[src/rtl/jigsaw_axil_master.sv]
// jigsaw_axil_master
//
// Single-outstanding AXI4-Lite initiator. It converts a simple command/response
// stream into AXI4-Lite write (AW/W/B) and read (AR/R) transactions. It is used to
// drive the control-register slaves of the jigsaw vFPGA (MMIO vaddr, ctrl,
// status and PID registers) from on-chip sequencers and self-test logic.
//
// Ports
//   aclk, aresetn         clock; synchronous active-low reset
//   cmd_*                 command stream (valid/ready, wr, addr, wdata, wstrb)
//   rsp_*                 response stream (valid/ready, wr, rdata, resp)
//   m_aw*/m_w*/m_b*       AXI4-Lite write address / data / response channels
//   m_ar*/m_r*            AXI4-Lite read address / data channels
//   busy                  high whenever the FSM is not in IDLE
//   timeout_flag          sticky watchdog flag (only with the macro below)
//
// Build option
//   JIGSAW_AXIL_MASTER_TIMEOUT_EN : adds a watchdog that aborts a transaction
//   after TIMEOUT_CYC cycles with rsp_resp = 2'b11 and sets timeout_flag.
//   Without it the FSM waits indefinitely for the slave.

module jigsaw_axil_master #(
  parameter int ADDR_W      = 32,
  parameter int DATA_W      = 64,
  parameter int TIMEOUT_CYC = 1024
) (
  input  logic                  aclk,
  input  logic                  aresetn,
  // command stream
  input  logic                  cmd_valid,
  output logic                  cmd_ready,
  input  logic                  cmd_wr,
  input  logic [ADDR_W-1:0]     cmd_addr,
  input  logic [DATA_W-1:0]     cmd_wdata,
  input  logic [DATA_W/8-1:0]   cmd_wstrb,
  // response stream
  output logic                  rsp_valid,
  input  logic                  rsp_ready,
  output logic                  rsp_wr,
  output logic [DATA_W-1:0]     rsp_rdata,
  output logic [1:0]            rsp_resp,
  // AW channel
  output logic [ADDR_W-1:0]     m_awaddr,
  output logic                  m_awvalid,
  input  logic                  m_awready,
  // W channel
  output logic [DATA_W-1:0]     m_wdata,
  output logic [DATA_W/8-1:0]   m_wstrb,
  output logic                  m_wvalid,
  input  logic                  m_wready,
  // B channel
  input  logic [1:0]            m_bresp,
  input  logic                  m_bvalid,
  output logic                  m_bready,
  // AR channel
  output logic [ADDR_W-1:0]     m_araddr,
  output logic                  m_arvalid,
  input  logic                  m_arready,
  // R channel
  input  logic [DATA_W-1:0]     m_rdata,
  input  logic [1:0]            m_rresp,
  input  logic                  m_rvalid,
  output logic                  m_rready,
  // status
  output logic                  busy
`ifdef JIGSAW_AXIL_MASTER_TIMEOUT_EN
  ,
  output logic                  timeout_flag
`endif
);

  localparam int STRB_W = DATA_W / 8;

  if ((DATA_W % 8) != 0) begin : g_bad_data_w
    $error("DATA_W must be a multiple of 8");
  end
  if (TIMEOUT_CYC < 1) begin : g_bad_timeout
    $error("TIMEOUT_CYC must be at least 1");
  end

  typedef enum logic [2:0] {
    S_IDLE    = 3'd0,
    S_WR      = 3'd1,
    S_WR_RESP = 3'd2,
    S_RD_ADDR = 3'd3,
    S_RD_DATA = 3'd4,
    S_RESP    = 3'd5
  } state_t;

  state_t              state_q, state_d;
  logic [ADDR_W-1:0]   addr_q, addr_d;
  logic [DATA_W-1:0]   wdata_q, wdata_d;
  logic [STRB_W-1:0]   wstrb_q, wstrb_d;
  logic                wr_q, wr_d;
  logic                aw_done_q, aw_done_d;
  logic                w_done_q, w_done_d;
  logic                rsp_wr_q, rsp_wr_d;
  logic [DATA_W-1:0]   rsp_rdata_q, rsp_rdata_d;
  logic [1:0]          rsp_resp_q, rsp_resp_d;

`ifdef JIGSAW_AXIL_MASTER_TIMEOUT_EN
  logic [31:0]         cnt_q, cnt_d;
  logic                timeout_q, timeout_d;
  logic                in_txn;
`endif

  // State register
  always_ff @(posedge aclk) begin
    if (!aresetn) begin
      state_q     <= S_IDLE;
      addr_q      <= '0;
      wdata_q     <= '0;
      wstrb_q     <= '0;
      wr_q        <= 1'b0;
      aw_done_q   <= 1'b0;
      w_done_q    <= 1'b0;
      rsp_wr_q    <= 1'b0;
      rsp_rdata_q <= '0;
      rsp_resp_q  <= 2'b00;
`ifdef JIGSAW_AXIL_MASTER_TIMEOUT_EN
      cnt_q       <= '0;
      timeout_q   <= 1'b0;
`endif
    end else begin
      state_q     <= state_d;
      addr_q      <= addr_d;
      wdata_q     <= wdata_d;
      wstrb_q     <= wstrb_d;
      wr_q        <= wr_d;
      aw_done_q   <= aw_done_d;
      w_done_q    <= w_done_d;
      rsp_wr_q    <= rsp_wr_d;
      rsp_rdata_q <= rsp_rdata_d;
      rsp_resp_q  <= rsp_resp_d;
`ifdef JIGSAW_AXIL_MASTER_TIMEOUT_EN
      cnt_q       <= cnt_d;
      timeout_q   <= timeout_d;
`endif
    end
  end

  // Next-state and datapath logic
  always_comb begin
    state_d     = state_q;
    addr_d      = addr_q;
    wdata_d     = wdata_q;
    wstrb_d     = wstrb_q;
    wr_d        = wr_q;
    aw_done_d   = aw_done_q;
    w_done_d    = w_done_q;
    rsp_wr_d    = rsp_wr_q;
    rsp_rdata_d = rsp_rdata_q;
    rsp_resp_d  = rsp_resp_q;

    case (state_q)
      S_IDLE: begin
        if (cmd_valid) begin
          addr_d    = cmd_addr;
          wdata_d   = cmd_wdata;
          wstrb_d   = cmd_wstrb;
          wr_d      = cmd_wr;
          aw_done_d = 1'b0;
          w_done_d  = 1'b0;
          state_d   = cmd_wr ? S_WR : S_RD_ADDR;
        end
      end
      S_WR: begin
        // A channel's valid is only high while its done flag is clear, so its
        // ready alone marks the handshake.
        aw_done_d = aw_done_q | m_awready;
        w_done_d  = w_done_q | m_wready;
        if (aw_done_d && w_done_d) begin
          state_d = S_WR_RESP;
        end
      end
      S_WR_RESP: begin
        if (m_bvalid) begin
          rsp_resp_d  = m_bresp;
          rsp_rdata_d = '0;
          rsp_wr_d    = 1'b1;
          state_d     = S_RESP;
        end
      end
      S_RD_ADDR: begin
        if (m_arready) begin
          state_d = S_RD_DATA;
        end
      end
      S_RD_DATA: begin
        if (m_rvalid) begin
          rsp_resp_d  = m_rresp;
          rsp_rdata_d = m_rdata;
          rsp_wr_d    = 1'b0;
          state_d     = S_RESP;
        end
      end
      S_RESP: begin
        if (rsp_ready) begin
          state_d = S_IDLE;
        end
      end
      default: begin
        state_d = S_IDLE;
      end
    endcase

`ifdef JIGSAW_AXIL_MASTER_TIMEOUT_EN
    timeout_d = timeout_q;
    in_txn    = state_q inside {S_WR, S_WR_RESP, S_RD_ADDR, S_RD_DATA};
    cnt_d     = cnt_q;
    if (state_q == S_IDLE && cmd_valid) begin
      cnt_d = '0;
    end else if (in_txn) begin
      cnt_d = cnt_q + 32'd1;
    end
    // A handshake that completes a phase on the last allowed cycle still wins;
    // the watchdog only fires when the FSM would otherwise stay put.
    if (in_txn && (cnt_q == 32'(TIMEOUT_CYC - 1)) && (state_d == state_q)) begin
      state_d     = S_RESP;
      rsp_resp_d  = 2'b11;
      rsp_rdata_d = '0;
      rsp_wr_d    = wr_q;
      timeout_d   = 1'b1;
    end
`endif
  end

  // Output decode
  always_comb begin
    cmd_ready = 1'b0;
    rsp_valid = 1'b0;
    m_awvalid = 1'b0;
    m_wvalid  = 1'b0;
    m_bready  = 1'b0;
    m_arvalid = 1'b0;
    m_rready  = 1'b0;
    busy      = 1'b1;

    case (state_q)
      S_IDLE: begin
        cmd_ready = 1'b1;
        busy      = 1'b0;
      end
      S_WR: begin
        m_awvalid = !aw_done_q;
        m_wvalid  = !w_done_q;
      end
      S_WR_RESP: m_bready  = 1'b1;
      S_RD_ADDR: m_arvalid = 1'b1;
      S_RD_DATA: m_rready  = 1'b1;
      S_RESP:    rsp_valid = 1'b1;
      default:   busy      = 1'b1;
    endcase

    m_awaddr  = addr_q;
    m_araddr  = addr_q;
    m_wdata   = wdata_q;
    m_wstrb   = wstrb_q;
    rsp_wr    = rsp_wr_q;
    rsp_rdata = rsp_rdata_q;
    rsp_resp  = rsp_resp_q;
  end

`ifdef JIGSAW_AXIL_MASTER_TIMEOUT_EN
  assign timeout_flag = timeout_q;
`endif

endmodule
[config.mk]
export PLATFORM = sky130hd
export DESIGN_NAME = jigsaw_axil_master
export DESIGN_NICKNAME = d
export VERILOG_FILES = /design/src/rtl/jigsaw_axil_master.sv
export SDC_FILE = /design/constraint.sdc
export NUM_CORES = 1
export LEC_CHECK = 0
export ABC_AREA = 1
export CAP_MARGIN = 20
export CORE_AREA = 10 10 144 146
export DETAILED_ROUTE_END_ITERATION = 10
export DIE_AREA = 0 0 154 156
export HOLD_SLACK_MARGIN = 0.06
export PLACE_DENSITY_LB_ADDON = 0.15
export REMOVE_ABC_BUFFERS = 1
export SYNTH_ARGS = -nofsm -noshare
export SYNTH_HDL_FRONTEND = slang
export SYNTH_SLANG_ARGS = --single-unit
[constraint.sdc]
create_clock -name aclk -period 2.33 [get_ports aclk]
set_input_delay 0.466 -clock aclk [delete_from_list [all_inputs] [get_ports aclk]]
set_output_delay 0.466 -clock aclk [all_outputs]
set_load 0.05 [all_outputs]
==> reports/summary.txt <==
status: complete, no violations
gr usage total: 21.6%
Post-CTS Hold Buffers: 0
Clk pin slew, worst setup/hold paths: 60 ps
GRT Residual Overflow: 0
vias post-DR: 7104
slowest CP cell: clkdlybuf4s50_1
hold crit path type: input port to register
post-cts resize count: 0
flop2flop setup slack: 500 ps
area leader, netlist: dfxtp_1
setup TNS: 0 ps
syn avg cell area: 7.83 um2
I/O Buffers: 392
worst slew pin tran: 629 ps
number of diodes: 0
RSZ-0062 raised after global routing: no
initial antenna violation count: 1
Hold Path Sink: m_wdata[27]$_SDFFE_PN0P_
CP max stage delay: 850 ps
crit-path leading delay family: buffers and inverters
post-layout util: 63.1%
Hold Crit Start: cmd_valid
yosys warns: 0
WL final: 27.6 mm
Post-Layout Cell Count: 1435
Core ar.: 0.0178 mm2
fin crit period: 2130 ps
Gate Count Post-Synth: 868
critical path peak fanout: 3
number of global-route vias before repair: 6979
DRC errors left: 0
Die X-Extent: 154 um
Worst R2R Path Depth: 7
TritonCTS Sinks: 176
filler instances: 1584
CTS tree: yes
clk_skew: 8.72 ps
crit end category: output port
Slew headroom: 57.9%
setup violators final: 0
reg2reg end: m_araddr[10]$_SDFFE_PN0P_
first-pass GRT wire length: 41.1 mm
initial DRC count: 381
worst path cell trace: clkdlybuf4s50_1
clock latency on the worst-skew pair: 430 ps
placed cell count: 1406
Worst Path Buf+Inv: 1
ranking of synthesized cells by area: dfxtp_1, a21oi_1, nand3_1, nand2_1, buf_4
final max-slew violation count: 0
clk buf depth: 2
initial core utilization: 38.1%
type of the worst setup path: register to output port
gpl congestion: 0.842
Synth Register Bits: 176
Hold Crit Depth: 3
crit path launch type: register
Worst EP required: 1860 ps
largest net degree at the start of global routing: 72
worst path arrival time: 1670 ps
Power per Cell Area: 1090 mW/mm2
VDD IR max: 0.614 mV
DR WL/cell: 19.2 um
I/O pins: 393
Via density: 4.95
synth unique cells: 20
Achievable Freq: 0.469 GHz
TritonRoute pass-1 iters: 5
Hold Violations, Final: 0
worst r2r src: state_q[1]$_SDFFE_PN0P_
Std-Cell Rows: 49
post-synthesis instance area: 0.00680 mm2
nets: 1378
H-tree depth: 4
maxcap violations: 0
final worst-path cycle share: 91.6%
overall die height: 156 um
Lkg Pwr: 3.97 nW
post-route ant nets: 0
share of cells above drive strength 1: 5.72%
Die ar.: 0.0240 mm2
DPL Wire Length: 20.6 mm
CTS Buf Count: 17
Seq/Total Area, Yosys: 51.8%
postcts setup bufs: 0
share of the synthesized area in the top cell type: 51.8%
Root Driver: clkbuf_16
Area Growth Syn to Fin: 65.6%
## worst min-delay path, delay by kind of cell
| family | cells | cell delay [ps] |
|---|---|---|
| buf+inv | 1 | 190 |
| simple gates | 1 | 110 |
| compound gates | 1 | 60 |
## cell usage in the layout, fill, tap and decap left out, drive strengths merged
cell type and count:
inv 16, nor3 1, bufinv 2, buf 33
clkinvlp 2, a21oi 176, nor2 13, nand2 201
nand4 2, clkdlybuf4s50 383, clkinv 5, clkbuf 20
nand3 172, nand3b 2, dfxtp 176, o21ai 2
## worst max path at each step
| stage | slack, ps | end | cells after the start | from |
|---|---|---|---|---|
| 2_1_floorplan | -1240 | m_araddr[0]$_SDFFE_PN0P_ | 6 | state_q[1]$_SDFFE_PN0P_ |
| 3_3_place_gp | 440 | rsp_rdata[58]$_SDFFE_PN0P_ | 7 | m_bvalid |
| 3_5_place_dp | 400 | rsp_rdata[26]$_SDFFE_PN0P_ | 7 | m_bvalid |
| 4_1_cts | 180 | m_araddr[0] | 1 | m_araddr[0]$_SDFFE_PN0P_ |
| 5_1_grt | 110 | m_awvalid | 5 | state_q[0]$_SDFFE_PN0P_ |
| 6_report | 200 | m_araddr[0] | 1 | m_araddr[0]$_SDFFE_PN0P_ |
## synth_stat cells, drive strengths merged
library cell	count
nor3	1
nand3	172
nand4	2
buf	69
nor2	13
o21ai	2
clkbuf	38
nand2	201
dfxtp	176
inv	16
nand3b	2
a21oi	176
## where the power goes
| part | internal, mW | total [mW] | leakage (nW) | switching (mW) |
|---|---|---|---|---|
| clock | 1.62 | 2.81 | 0.274 | 1.19 |
| sequential | 3.43 | 3.71 | 1.43 | 0.278 |
| combinational | 1.82 | 5.75 | 2.27 | 3.93 |
| total | 6.87 | 12.3 | 3.97 | 5.40 |
## metal layers
layer | share of wire [%] | wire, um | GRT usage [%]
met5 | 0.047 | 13 | 0
met4 | 1.6 | 447 | 5.89
met3 | 11 | 3160 | 11.0
met2 | 49 | 13500 | 36.3
met1 | 38 | 10500 | 23.5
## cells by family (layout without fill, tap and decap cells)
family	after synthesis	count (layout)	share of synthesized area, %
and+or+nand+nor	391	391	25.2
AOI/OAI and AO/OA	178	178	13.1
DFF	176	176	51.8
buffers and inverters	123	461	9.88
## per-stage QoR
step / instance area (um2) / power (mW) / worst slack [ps] / hold WS (ps)
floorplan: 6190 / 7.16 / -1240 / 449
global placement: 10700 / 9.54 / 440 / 447
detailed placement: 10700 / 9.57 / 405 / 451
CTS: 11300 / 12.4 / 178 / 451
global route: 11300 / 12.8 / 112 / 459
finish: 11300 / 12.3 / 196 / 460
## area by class of cell
type                            instances  area [um2]  area share (%)
Clock inverter                          9         111           0.989
Timing Repair Buffer                  416        4210            37.4
Inverter                               16        63.8           0.567
Multi-Input combinational cell        569        2610            23.2
Clock buffer                           20         457            4.06
Sequential cell                       176        3520            31.3
Tap cell                              229         287            2.55
## flip-flops by register name (all words and copies together), names as in the netlist
signal     flops
m_wdata       64
rsp_rdata     64
m_araddr      32
m_wstrb        8
state_q        3
rsp_resp       2
aw_done_q      1
rsp_wr         1
w_done_q       1
(Power assumes the default switching activity.)
